### src/rtl/layer_backward.sv
// Backward pass of a matmul + shifted-ReLU layer: dx = M^T * (dy masked by y>0), one MAC per cycle.
// Define LAYER_BWD_SAT_EN to saturate each dx; otherwise dx wraps to its low bits.
module layer_backward #(
  parameter int bits        = 8,
  parameter int shift       = 0,
  parameter int row_size    = 10,
  parameter int column_size = 10
) (
  input  logic                                       clk,
  input  logic                                       reset,
  input  logic                                       start,
  input  logic [column_size-1:0][bits-1:0]           dy,
  input  logic [column_size-1:0][bits-1:0]           y,
  input  logic [row_size*column_size-1:0][bits-1:0]  M,
  output logic [row_size-1:0][bits-1:0]              dx,
  output logic                                       busy,
  output logic                                       done,
  output logic [1:0]                                 state_dbg
);

  localparam int ACC_W = 2*bits + $clog2(column_size) + 1;
  localparam int IW    = (row_size > 1) ? $clog2(row_size) : 1;
  localparam int JW    = (column_size > 1) ? $clog2(column_size) : 1;
  localparam int MW    = (row_size*column_size > 1) ? $clog2(row_size*column_size) : 1;

  typedef enum logic [1:0] {
    IDLE = 2'd0,
    RUN  = 2'd1,
    DONE = 2'd2
  } state_t;

  state_t                        state_q, state_d;
  logic [IW-1:0]                 i_q, i_d;
  logic [JW-1:0]                 j_q, j_d;
  logic signed [ACC_W-1:0]       acc_q, acc_d;
  logic [row_size-1:0][bits-1:0] dx_q, dx_d;

  logic [MW-1:0]                 m_idx;
  logic signed [bits-1:0]        g_sel;
  logic signed [bits-1:0]        m_sel;
  logic signed [2*bits-1:0]      prod;
  logic signed [ACC_W-1:0]       sum;
  logic [bits-1:0]               fin;

`ifdef LAYER_BWD_SAT_EN
  localparam logic signed [ACC_W-1:0] MAXV = ACC_W'((2**(bits-1)) - 1);
  localparam logic signed [ACC_W-1:0] MINV = ACC_W'(-(2**(bits-1)));
  logic signed [ACC_W-1:0]       shifted;
`endif

  // Datapath: ReLU-derivative mask, product, running sum and finalize.
  always_comb begin
    m_idx = MW'(int'(i_q) * column_size + int'(j_q));
    g_sel = '0;
    if ($signed(y[j_q]) > 0) g_sel = $signed(dy[j_q]);
    m_sel = $signed(M[m_idx]);
    prod  = g_sel * m_sel;
    sum   = acc_q + ACC_W'(prod);
`ifdef LAYER_BWD_SAT_EN
    shifted = sum >>> shift;
    if (shifted > MAXV)      fin = MAXV[bits-1:0];
    else if (shifted < MINV) fin = MINV[bits-1:0];
    else                     fin = shifted[bits-1:0];
`else
    fin = bits'(sum >>> shift);
`endif
  end

  always_comb begin
    state_d = state_q;
    i_d     = i_q;
    j_d     = j_q;
    acc_d   = acc_q;
    dx_d    = dx_q;
    case (state_q)
      IDLE, DONE: begin
        if (start) begin
          state_d = RUN;
          i_d     = '0;
          j_d     = '0;
          acc_d   = '0;
        end
      end
      RUN: begin
        if (j_q == JW'(column_size - 1)) begin
          dx_d[i_q] = fin;
          acc_d     = '0;
          j_d       = '0;
          if (i_q == IW'(row_size - 1)) state_d = DONE;
          else                          i_d = i_q + 1'b1;
        end else begin
          acc_d = sum;
          j_d   = j_q + 1'b1;
        end
      end
      default: state_d = IDLE;
    endcase
  end

  always_ff @(posedge clk or negedge reset) begin
    if (!reset) begin
      state_q <= IDLE;
      i_q     <= '0;
      j_q     <= '0;
      acc_q   <= '0;
      dx_q    <= '0;
    end else begin
      state_q <= state_d;
      i_q     <= i_d;
      j_q     <= j_d;
      acc_q   <= acc_d;
      dx_q    <= dx_d;
    end
  end

  assign dx        = dx_q;
  assign busy      = (state_q == RUN);
  assign done      = (state_q == DONE);
  assign state_dbg = state_q;

endmodule
### config.mk
export PLATFORM = sky130hd
export DESIGN_NAME = layer_backward
export DESIGN_NICKNAME = d
export VERILOG_FILES = /design/src/rtl/layer_backward.sv
export SDC_FILE = /design/constraint.sdc
export NUM_CORES = 1
export LEC_CHECK = 0
export BUFFER_PORTS_ARGS = -buffer_cell sky130_fd_sc_hd__buf_4
export CAP_MARGIN = 10
export CORE_AREA = 4 4 403 405
export CTS_CLUSTER_DIAMETER = 150
export DETAILED_ROUTE_END_ITERATION = 16
export DIE_AREA = 0 0 407 409
export PLACE_DENSITY = 0.31
export SETUP_SLACK_MARGIN = 0.02
export SYNTH_ARGS = -nofsm -noshare
export SYNTH_HDL_FRONTEND = slang
export SYNTH_SLANG_ARGS = --single-unit
### constraint.sdc
create_clock -name clk -period 10.3 [get_ports clk]
set_input_delay 2.575 -clock clk [delete_from_list [all_inputs] [get_ports clk]]
set_output_delay 2.575 -clock clk [all_outputs]
set_load 0.01 [all_outputs]
### After elaboration in Yosys (flattened, before gate mapping)

Cells that the tools add are included.

| storage, ports and cells | value |
|---|---|
| register bits | 111 |
| input bits | 963 |
| logic and storage cells | 64 |

| cells by class | value |
|---|---|
| add/sub/neg operators | 4 |
| multiply operators | 2 |
| magnitude comparators | 5 |
| equal/unequal tests | 8 |
| mux-type cells | 23 |
| reductions and logical operators | 8 |

Operators by type and width:

| cell | count |
|---|---|
| 80-bit bitwise mux | 1 |
| 8-bit binary-select mux with 4-bit select | 2 |
| 8-bit binary-select mux with 7-bit select | 1 |
| 21-bit 2-to-1 mux | 2 |
| 21-bit one-hot mux with 2 select lines | 1 |
| 8-bit 2-to-1 mux | 5 |
| 8-bit demux with 4-bit select | 1 |
| 21-bit by 16-bit adder with 21-bit output | 1 |
| 8-bit by 8-bit multiplier with 16-bit output | 1 |
| 4-bit 2-to-1 mux | 4 |
| 4-bit one-hot mux with 2 select lines | 2 |
| 4-bit by 5-bit less-than comparator with 1-bit output, second input constant | 2 |
| 4-bit by 1-bit adder with 4-bit output, second input constant | 2 |
| 4-bit equality test, second input constant | 2 |
| 8-bit by 1-bit greater-than comparator with 1-bit output, second input constant | 1 |
| 7-bit by 8-bit less-than comparator with 1-bit output, second input constant | 1 |
| 7-bit by 4-bit adder with 7-bit output | 1 |
| 4-bit by 3-bit multiplier with 6-bit output, second input constant | 1 |
| 2-bit 2-to-1 mux | 3 |
| 4-bit by 1-bit >= comparator with 1-bit output, second input constant | 1 |
| 2-bit by 1-bit inequality test with 1-bit output, second input constant | 2 |
| 2-bit inequality test, second input constant | 2 |
| 2-bit one-hot mux with 2 select lines | 1 |
| 2-bit AND reduction | 2 |
| 8 further kinds | 8 |

### Longest topological paths before layout

Gate-level depths: netlist of the first run.

| depth | value |
|---|---|
| depth after elaboration | 8 |
| gate-level depth with buffers | 32 |
| mapped depth without buffers | 30 |

### Worst setup path after synthesis of the first run

No wires, ideal clock.

| timing path | value |
|---|---|
| path type | in2reg |
| start point | in M[586] in the netlist's numbering |
| end point | reg acc_q[7] |
| setup time | 0.122 ns |
| data arrival time | 8.860 ns |
| required time | 10.178 ns |
| setup slack | 1.319 ns |
| stages | 24 |
| path buffers | 1 |
| path through | mux4_1 mux4_2 mux2_2 a221oi_2 a311o_1 nand2b_1 fa_1 inv_1 fa_1 inv_1 fa_1 inv_1 fa_1 ha_1 ha_1 a21oi_1 xor2_1 xnor2_1 or4_4 a211o_1 and3_1 or4_4 buf_6 a32o_1 |

| between the ends | value |
|---|---|
| word-level cells in the longest chain between the ends | 6 |

RTL lines:

| element | RTL line | RTL |
|---|---|---|
| start, declared | 14 | `input logic [row_size*column_size-1:0][bits-1:0] M,` |
| 8-bit binary-select mux with 7-bit select | 56 | `m_sel = $signed(M[m_idx]);` |
| 8-bit 2-to-1 mux (not written as such) | 56 |  |
| 8-bit by 8-bit multiplier with 16-bit output | 57 | `prod = g_sel * m_sel;` |
| 21-bit by 16-bit adder with 21-bit output | 58 | `sum = acc_q + ACC_W'(prod);` |
| 21-bit 2-to-1 mux | 85 | `if (j_q == JW'(column_size - 1)) begin` |
| 21-bit one-hot mux with 2 select lines | 75 | `case (state_q)` |
| end signal, assigned | 105 | `acc_q <= '0;` |
| end signal, assigned | 111 | `acc_q <= acc_d;` |
| end, declared | 35 | `logic signed [ACC_W-1:0] acc_q, acc_d;` |

Every way passes these cells. The select of a mux whose other input is x is not followed.
A chain may end at the register's enable or synchronous reset.

### Worst setup path after layout of the first run

| timing path | value |
|---|---|
| start point | in M[10] in the netlist's numbering |
| end point | reg acc_q[7] |

The elaborated chain is that of the path after synthesis.

==> results.txt, run 1 <==
After detailed routing, the met2 layer carries 54.2 mm of wire. For the final setup violation count, the log shows 0. After synthesis the netlist holds a flip-flop and latch count of 98. The wire length on met3 was 7.15 mm.

When the netlist entered floorplanning its net count stood at 2029. The time the worst path needs with I/O delays and setup came out at 9.49 ns. The slowest stage of the critical path belongs to the cell sky130_fd_sc_hd__o22ai_1. The tool flagged a number of max-cap violations equal to 0. The run gives 51 as the largest net degree at the start of global routing. The tools report the startpoint of the lowest-slack hold path as dx[77]. The number of enable flip-flop cells after synthesis is 0, and the placer's final routability congestion estimate is 0.874.

The tools report the launch point of the worst reg-to-reg path as i_q[0]. For this block, wires on met1 add up to 44.2 mm. The worst setup path is of the in -> reg kind. Counting flops with an async set or reset pin after synthesis yields a share of 100%. The final wirelength was 107 mm; the effective utilization at floorplan was 8.31%.

During synthesis, Yosys emitted a total of 0 warnings. The final cycle utilization of the critical path works out to 92.1%. The most used flip-flop cell after synthesis is sky130_fd_sc_hd__dfrtp_1. In this run, post-CTS repair resized a total of 0 instances.

The required time of the critical path is 10.60 ns. STA classifies the critical path endpoint as a flip-flop. After detailed routing, the number of remaining DRC violations is 0. The logs give 18.6% for the share of synthesized area occupied by flip-flops and latches and 0 for the sum of overflow across all layers after global routing. Adding up every negative setup slack in the final design gives 0 ns. Traced cell by cell, the critical path runs through buf_4 > mux4_1 > mux4_2 > a2111oi_2 > a311o_1 > nand2b_1 > fa_1 > inv_1 > fa_1 > inv_1 > fa_1 > inv_1 > fa_1 > ha_1 > ha_1 > a21oi_1 > xor2_1 > xnor2_1 > or4_4 > a211o_1 > and3_1 > o22ai_1 > a32o_1.

Detailed routing inserted a total of 14100 vias. The first global-routing pass estimated 139 mm of wire. The netlist uses 77 different library cells.

In this run the worst path has a maximum fanout of 11. The via count of the first global-routing pass came out at 15800. Summed over all nets, the half-perimeter wirelength after detailed placement is 95.0 mm. The largest single stage delay on the critical path is 0.75 ns.

The maximum number of buffers from clock root to sink is 2. TritonCTS built the clock tree. Setup repair after global routing left no endpoint under its margin.

The count of nets left with antenna violations once routing finished came out at 0. The fraction of layout cells with a size suffix above 1 came out at 70.4%. Data arrives at the worst endpoint at 9.78 ns. The detailed router finished its first iteration with 686 violations. The die covers 166000 um2.

At the end of the flow, the number of nets in the layout was 3057. The run finished with clean final reports. The count of TritonRoute iterations in the first routing pass is 4, and the number of buffers inserted to repair setup after CTS is 0. Timing would allow up to 0.105 GHz.

For the total count of hold-check failures in the final report, the log shows 0. The count of buffer and inverter cells on the critical path is 4. The filler cells instantiated in the layout total 17900. Clock tree synthesis selected as its root buffer the cell sky130_fd_sc_hd__clkbuf_16. The floorplan has 146 rows. The core region is 158000 um2. At the pin with the least slew margin, the transition time is 0.990 ns.

After clock tree synthesis, the clock-pin slew on the worst setup and hold paths is 0.08 ns. The logs give 13200 um2 for the area of the mapped netlist and 1047 for the top-level I/O count. The clock reaches the later pin of the worst-skew pair after 0.36 ns.

Buffers inserted during clock tree synthesis total 9. In the routed layout, each cell is associated on average with a via count of 3.42. The number of clock sinks is 98.

The die boundary height is 409 um, and the port buffer count is 1046. The sort of element at the start of the critical path is a primary input. The number of H-tree levels was 3; the area added between synthesis and finish was 82.0%. Global routing consumed, over all layers together, 12.2% of the routing resources. In this run, post-CTS hold repair placed 0 buffers. Synthesis handed over a netlist of 1013 instances. Between clock sinks in the finished design, the worst skew comes to 0.0112 ns. The start point of the critical path was M[10]. The die width was 407 um; the number of max-slew violations in the final report was 0. Among cell families on the critical path, the largest total delay comes from compound AO/OA/AOI/OAI gates. The min-delay analysis places its worst path in the category reg -> reg. Dividing the detail-routed wire length by the instance count gives 25.9 um. A synthesized cell averages 13.0 um2. In this run the top signal layer used is met5. The initial antenna violation count was 29.

Measured against its own limit, the worst slew margin works out to 34.0%. Critical path's most frequent cell: sky130_fd_sc_hd__fa_1.
-- metal layers --
metal | global-route usage [%] | up-vias
li1 | - | 6221
met4 | 1.60 | 24
met1 | 15.1 | 7189
met3 | 2.93 | 55
met2 | 21.8 | 637
met5 | 0 | -
-- per-stage QoR --
stage               utilization (%)  hold slack (ns)  cell area [um2]  cells  worst slack (ns)
floorplan                         -            0.450            13200   1013              1.32
global placement               14.9            0.464            23600   4102             0.268
detailed placement             14.9            0.467            23600   4102             0.361
CTS                            15.1            0.485            23900   4118             0.587
global route                   15.1            0.516            23900   4121             0.177
finish                         15.1            0.483            24000   4125             0.813
-- cells in the mapped netlist, drive strengths merged, types with 3 or more instances --
cell | instances | area (um2)
mux4 | 237 | 5390
dfrtp | 98 | 2450
mux2i | 88 | 881
nand2 | 82 | 310
buf | 64 | 546
mux2 | 61 | 687
inv | 36 | 135
ha | 33 | 413
nor2 | 30 | 115
clkbuf | 27 | 101
o21ai | 25 | 125
fa | 20 | 400
a21oi | 16 | 80.1
and2 | 15 | 93.8
nor4 | 15 | 93.8
nand3 | 13 | 65.1
nor2b | 11 | 68.8
xnor2 | 11 | 104
and3 | 9 | 56.3
o22ai | 9 | 68.8
nor3 | 8 | 40.0
xor2 | 7 | 68.8
a211oi | 6 | 45.0
a22o | 6 | 52.6
a41o | 6 | 60.1
nand2b | 6 | 37.5
or2 | 6 | 37.5
a2111oi | 5 | 70.1
nor4b | 5 | 43.8
o311ai | 5 | 43.8
a221oi | 4 | 41.3
a31o | 4 | 35.0
o2111ai | 4 | 35.0
or3 | 4 | 30.0
a21o | 3 | 22.5
nand4 | 3 | 25.0
o22a | 3 | 27.5
o31ai | 3 | 22.5
-- worst paths after layout --
path                            end  slack, ns  depth (start not counted)
min                          dx[77]       0.48                          2
min in group asynchronous     dx[4]       2.24                          1
max reg2reg                acc_q[7]       0.83                         27
min reg2reg                  dx[77]       0.48                          2
max                        acc_q[7]       0.81                         23
max in group asynchronous    j_q[0]       6.79                          2
-- cell usage in the layout, fill, tap and decap left out, types with 4 or more instances in the layout --
cell / count
sky130_fd_sc_hd__o2111ai_1: 4
sky130_fd_sc_hd__a41o_1: 6
sky130_fd_sc_hd__and3_1: 9
sky130_fd_sc_hd__dfrtp_1: 96
sky130_fd_sc_hd__ha_1: 32
sky130_fd_sc_hd__mux4_2: 223
sky130_fd_sc_hd__nand2_1: 81
sky130_fd_sc_hd__nor2b_1: 11
sky130_fd_sc_hd__o21ai_0: 25
sky130_fd_sc_hd__a22o_1: 6
sky130_fd_sc_hd__nor3_1: 8
sky130_fd_sc_hd__nor4_1: 15
sky130_fd_sc_hd__a31o_1: 4
sky130_fd_sc_hd__inv_1: 35
sky130_fd_sc_hd__xnor2_1: 9
sky130_fd_sc_hd__nand3_1: 13
sky130_fd_sc_hd__o22ai_1: 7
sky130_fd_sc_hd__xor2_1: 5
sky130_fd_sc_hd__buf_12: 9
sky130_fd_sc_hd__mux2_2: 61
sky130_fd_sc_hd__nor4b_1: 5
sky130_fd_sc_hd__fa_1: 19
sky130_fd_sc_hd__and2_1: 15
sky130_fd_sc_hd__nor2_1: 28
sky130_fd_sc_hd__mux4_1: 14
sky130_fd_sc_hd__a21oi_1: 16
sky130_fd_sc_hd__mux2i_1: 88
sky130_fd_sc_hd__buf_4: 1099
sky130_fd_sc_hd__a211oi_1: 6
sky130_fd_sc_hd__or2_2: 6
sky130_fd_sc_hd__clkbuf_16: 9
sky130_fd_sc_hd__nand2b_1: 6
sky130_fd_sc_hd__diode_2: 7
-- cell families after synthesis --
kind of cell	synth area share [%]
buffers and inverters	5.94
multiplexers	52.9
adder cells (fa/ha/maj)	6.18
AND/OR/NAND/NOR	7.97
AO/OA/AOI/OAI	6.93
XOR/XNOR	1.48
flip-flops	18.6
-- area by class of cell --
| class | instances | area [um2] | share of cell area, % |
|---|---|---|---|
| inverter | 36 | 135 | 0.564 |
| sequential | 98 | 2460 | 10.3 |
| tap | 2072 | 2590 | 10.8 |
| clock inverter | 7 | 92.6 | 0.387 |
| antenna | 7 | 17.5 | 0.0731 |
| clock buffer | 9 | 225 | 0.940 |
| multi-input combinational | 788 | 10000 | 41.8 |
| timing repair buffer | 1108 | 8430 | 35.2 |
-- registers in the layout (all words and copies together) (netlist names) --
register,flops
state_dbg,2
dx,80
j_q,4
i_q,4
acc_q,8
-- tightest hold or removal path: cells and delay by family, from the launching register on --
family / cells / cell delay (ns)
and+or+nand+nor: 2 / 0.10
DFF: 1 / 0.35
Power of run 1 is not shown: default switching activity piles up to over one toggle a cycle in this logic, so the estimate is an artifact.
==> run 2: changes to the inputs <==
--- a/config.mk
+++ b/config.mk
@@ -5,13 +5,13 @@
 export SDC_FILE = /design/constraint.sdc
 export NUM_CORES = 1
 export LEC_CHECK = 0
+export ABC_AREA = 1
 export BUFFER_PORTS_ARGS = -buffer_cell sky130_fd_sc_hd__buf_4
-export CAP_MARGIN = 10
-export CORE_AREA = 4 4 403 405
+export CORE_AREA = 4 4 410 412
 export CTS_CLUSTER_DIAMETER = 150
 export DETAILED_ROUTE_END_ITERATION = 16
-export DIE_AREA = 0 0 407 409
-export PLACE_DENSITY = 0.31
+export DIE_AREA = 0 0 414 416
+export PLACE_DENSITY = 0.32
 export SETUP_SLACK_MARGIN = 0.02
 export SYNTH_ARGS = -nofsm -noshare
 export SYNTH_HDL_FRONTEND = slang
==> run 2 against run 1 <==
Net effect: global-route usage is 3.2 points higher; sequential share of layout area is 0.66 points lower; final cell count is 44% higher; critical path depth is 7 higher; register-to-register slack better by 0.97 ns; critical path type is now reg -> reg; critical endpoint is now dx[39]; highest routed layer unchanged.
==> results.txt, run 2 <==
The fill cell instance count of the final layout came out at 19500 (+9.3%). The die width is 414 um (+1.7%). TritonCTS built the clock tree. The worst setup path is captured at a flip-flop.

For the top-level I/O count, the log shows 1047 (unchanged). The initial antenna violation count was 43 (+48%). The critical path is of the reg -> reg type. Clock slew at the register clock pins of the worst setup and hold paths: 0.07 ns (about the same). Most common cell after layout, fill and taps aside: sky130_fd_sc_hd__buf_4. The slew at the pin with the worst max-slew slack came out at 1.08 ns (+0.0918 ns). Simple-gate share of the synthesized area: 55.8% (+48 points). Via total after detailed routing: 22500 (+59%).

Ranked by total cell area, the synthesized netlist is headed by sky130_fd_sc_hd__nand2_1 (26%), sky130_fd_sc_hd__nand3_1 (24%), sky130_fd_sc_hd__dfrtp_1 (16%). Share of synthesized registers carrying an async set or reset: 100% (unchanged). The fraction of post-synthesis cell area in the top cell type by area was 25.6% (-13 points); the cell count of the worst reg-to-reg path was 30 (+11%). The count of TritonRoute iterations in the first routing pass came out at 6 (+2). The commonest cells after synthesis are sky130_fd_sc_hd__nand2_1 (1032), sky130_fd_sc_hd__nand3_1 (713), sky130_fd_sc_hd__inv_1 (267). Broken down by cell family, the worst path's largest delay share belongs to adder cells. After synthesis, the largest family of logic cells by area is simple AND/OR/NAND/NOR gates.

The maximum fanout encountered on the critical timing path was 23 (+12); the number of vias per cell after detailed routing was 3.79 (+11%). The average cell area after synthesis was 5.34 um2 (-59%); the post-cts gate resize count was 0 (unchanged). The final wirelength is 141 mm (+32%). The tightest min-delay check is of the reg -> reg type. The average detailed-routed wire length per instance works out to 23.7 um (-8.4%).

The logs give 0 (unchanged) for the count of antenna-violating nets left after detailed routing and 2 (unchanged) for the maximum number of buffers from clock root to sink. The synthesized flop and latch total came out at 98 (unchanged). The tools report the final setup violation count as 0 (unchanged). The effective utilization at floorplan came out at 9.21% (+0.90 points). The cell sitting at the root of the clock tree is a sky130_fd_sc_hd__clkbuf_16.

The run gives 16.2% (-2.4 points) as the share of synthesized area occupied by flip-flops and latches. The flip-flop count of the largest register after layout was 80 (unchanged). Required time of the critical path: 10.55 ns (-0.05 ns). The most used flip-flop cell after synthesis is sky130_fd_sc_hd__dfrtp_1. The share of the synthesized netlist area taken by xor and xnor gates is 0.851% (-0.63 points).

The run gives 149 (+2.1%) as the floorplan row count. The count of buffer and inverter cells on the critical path is 6 (+2), and the number of enable flip-flop cells after synthesis is 0 (unchanged). For the placed wire-length estimate, the log shows 115 mm (+21%). The endpoint identified for the worst register-to-register timing path is dx[39]. The run gives 25.5% (+3.7 points) as the met2 usage in global routing.

Fraction of met1 tracks used by global routing: 19.6% (+4.5 points). The fraction of layout cells with a size suffix above 1 came out at 31.2% (-39 points). For the reg-to-reg setup timing slack, the log shows 1.80 ns (+0.97 ns). The number of clock buffers inserted by TritonCTS was 9 (unchanged). The number of clock sinks was 98 (unchanged); the die boundary height was 416 um (+1.7%). Setup repair after global routing left no endpoint under its margin. The library cells used most frequently in the layout, excluding fill and tap cells, are sky130_fd_sc_hd__buf_4 (1079), sky130_fd_sc_hd__nand2_1 (1031), sky130_fd_sc_hd__nand3_1 (713).

The number of max-slew violations in the final report was 0 (unchanged); the number of remaining DRC errors was 0 (unchanged). The via count of the first global-routing pass is 22700 (+43%), and the fraction of the mapped netlist area in compound gates is 8.24% (+1.3 points). The slowest library cell on the worst path was sky130_fd_sc_hd__fa_4. The post-synthesis instance total is 2835 (+180%).

The largest net degree at the start of global routing came out at 143 (+180%). The starting DRC count in detailed routing is 1630 (+140%). The number of buffers added to fix hold violations after cts was 0 (unchanged); the number of H-tree levels was 3 (unchanged). The time the worst path needs with I/O delays and setup came out at 8.50 ns (-0.983 ns). The tools report the endpoint of the most critical setup path as dx[39]. The sum of overflow across all layers after global routing is 0 (unchanged). The mux cell area share after synthesis works out to 0% (-53 points).

The final cycle utilization of the critical path is 82.6% (-9.5 points), and the global routing met3 resource utilization is 4.68% (+1.7 points). The number of maximum-capacitance constraint violations is 0 (unchanged), and the global router's overall resource usage is 15.4% (+3.2 points). The post-synthesis adder-cell area fraction came out at 5.37% (-0.81 points). The area added between synthesis and finish works out to 69.1%.

The flow ran to the end, and the final reports show no timing, DRC or antenna violations. For the core footprint, the log shows 164000 um2 (+3.8%). The logs give 41 (-47%) for the count of distinct cell types in the synthesized netlist and 3851 (+90%) for the total nets after synthesis. The number of buffers inserted to repair setup after CTS is 0 (unchanged), and the die outline area is 172000 um2 (+3.5%). The most frequently used cell type in the post-synthesis netlist is sky130_fd_sc_hd__nand2_1.

The startpoint identified for the worst register-to-register timing path is i_q[0]. After global routing, the most crowded layer is met2. For the final clock skew, the log shows 0.0155 ns (+0.00431 ns). The latest clock arrival within the worst-skew pair is 0.37 ns (about the same). The total count of hold-check failures in the final report was 0 (unchanged); the arrival time of data at the critical path endpoint was 8.75 ns (-1.03 ns). The worst relative slew slack was 27.8% (-6.2 points); the port buffer count was 1046 (unchanged).

The layout net count was 4744 (+55%). Cell type with the highest aggregate area in the netlist: sky130_fd_sc_hd__nand2_1. The placer's final routability congestion estimate was 0.866 (-0.93%); the largest stage delay on the critical path was 0.72 ns (-0.03 ns).

The most critical setup path has its startpoint at i_q[0]. Sort of element at the start of the critical path: a flip-flop. First-pass GRT wire length: 188 mm (+35%). The number of gates on the worst path with buffers counted was 30 (+30%); the fmax was 0.118 GHz (+12%). The logs give 0 (unchanged) for the warning count from the yosys run and 15100 um2 (+15%) for the area of the mapped netlist.

Counting stages on the worst path, the most repeated cell is sky130_fd_sc_hd__nand2_1. The final sum of negative setup slack came out at 0 ns (unchanged).
## run 2: final cells by class
class	count	area (um2)	share of cell area, %
multi-input combinational	2254	10700	41.8
timing repair buffer	1089	8300	32.4
tap	2189	2740	10.7
sequential	98	2460	9.60
inverter	276	1050	4.12
clock buffer	10	239	0.933
clock inverter	6	56.3	0.220
antenna	21	52.6	0.205
## run 2: cell families after synthesis
logic type / count (synthesis)
AND/OR/NAND/NOR: 1965
buffers and inverters: 483
AO/OA/AOI/OAI: 223
flip-flops: 98
adder cells (fa/ha/maj): 53
XOR/XNOR: 13
## run 2: metal layers
| layer | vias to the layer above | share of wire [%] |
|---|---|---|
| li1 | 10900 | - |
| met1 | 10600 | 43 |
| met2 | 873 | 47 |
| met3 | 102 | 8.1 |
| met4 | 18 | 2.0 |
| met5 | - | 0.085 |
## run 2: worst min path at each step
| stage | from | end | slack [ns] | cells past startpoint |
|---|---|---|---|---|
| floorplan | acc_q[0] | acc_q[0] | 0.46 | 2 |
| global placement | dx[61] | dx[61] | 0.47 | 2 |
| detailed placement | dx[45] | dx[45] | 0.47 | 2 |
| CTS | dx[28] | dx[28] | 0.49 | 2 |
| global route | dx[28] | dx[28] | 0.51 | 2 |
| finish | dx[28] | dx[28] | 0.49 | 2 |
## run 2: worst reg2reg max path, delay by kind of cell (launching register included)
family	cells	cell delay, ns
AO/OA/AOI/OAI	1	0.16
buffers and inverters	6	1.24
AND/OR/NAND/NOR	14	2.80
flip-flops	1	0.51
adder cells (fa/ha/maj)	8	3.51
XOR/XNOR	1	0.19
## run 2: metrics by stage
step                      util [%]  instances  setup WS [ns]  area, um2  hold slack [ns]
after floorplan                  -       2835           3.17      15100            0.459
final                         15.6       5943           1.80      25600            0.488
after global placement        15.4       5906           1.08      25300            0.469
after detailed placement      15.4       5906           1.15      25300            0.475
after CTS                     15.5       5922           1.40      25600            0.493
after global routing          15.6       5937           1.33      25600            0.509
Power of run 2 is left out for the same reason.
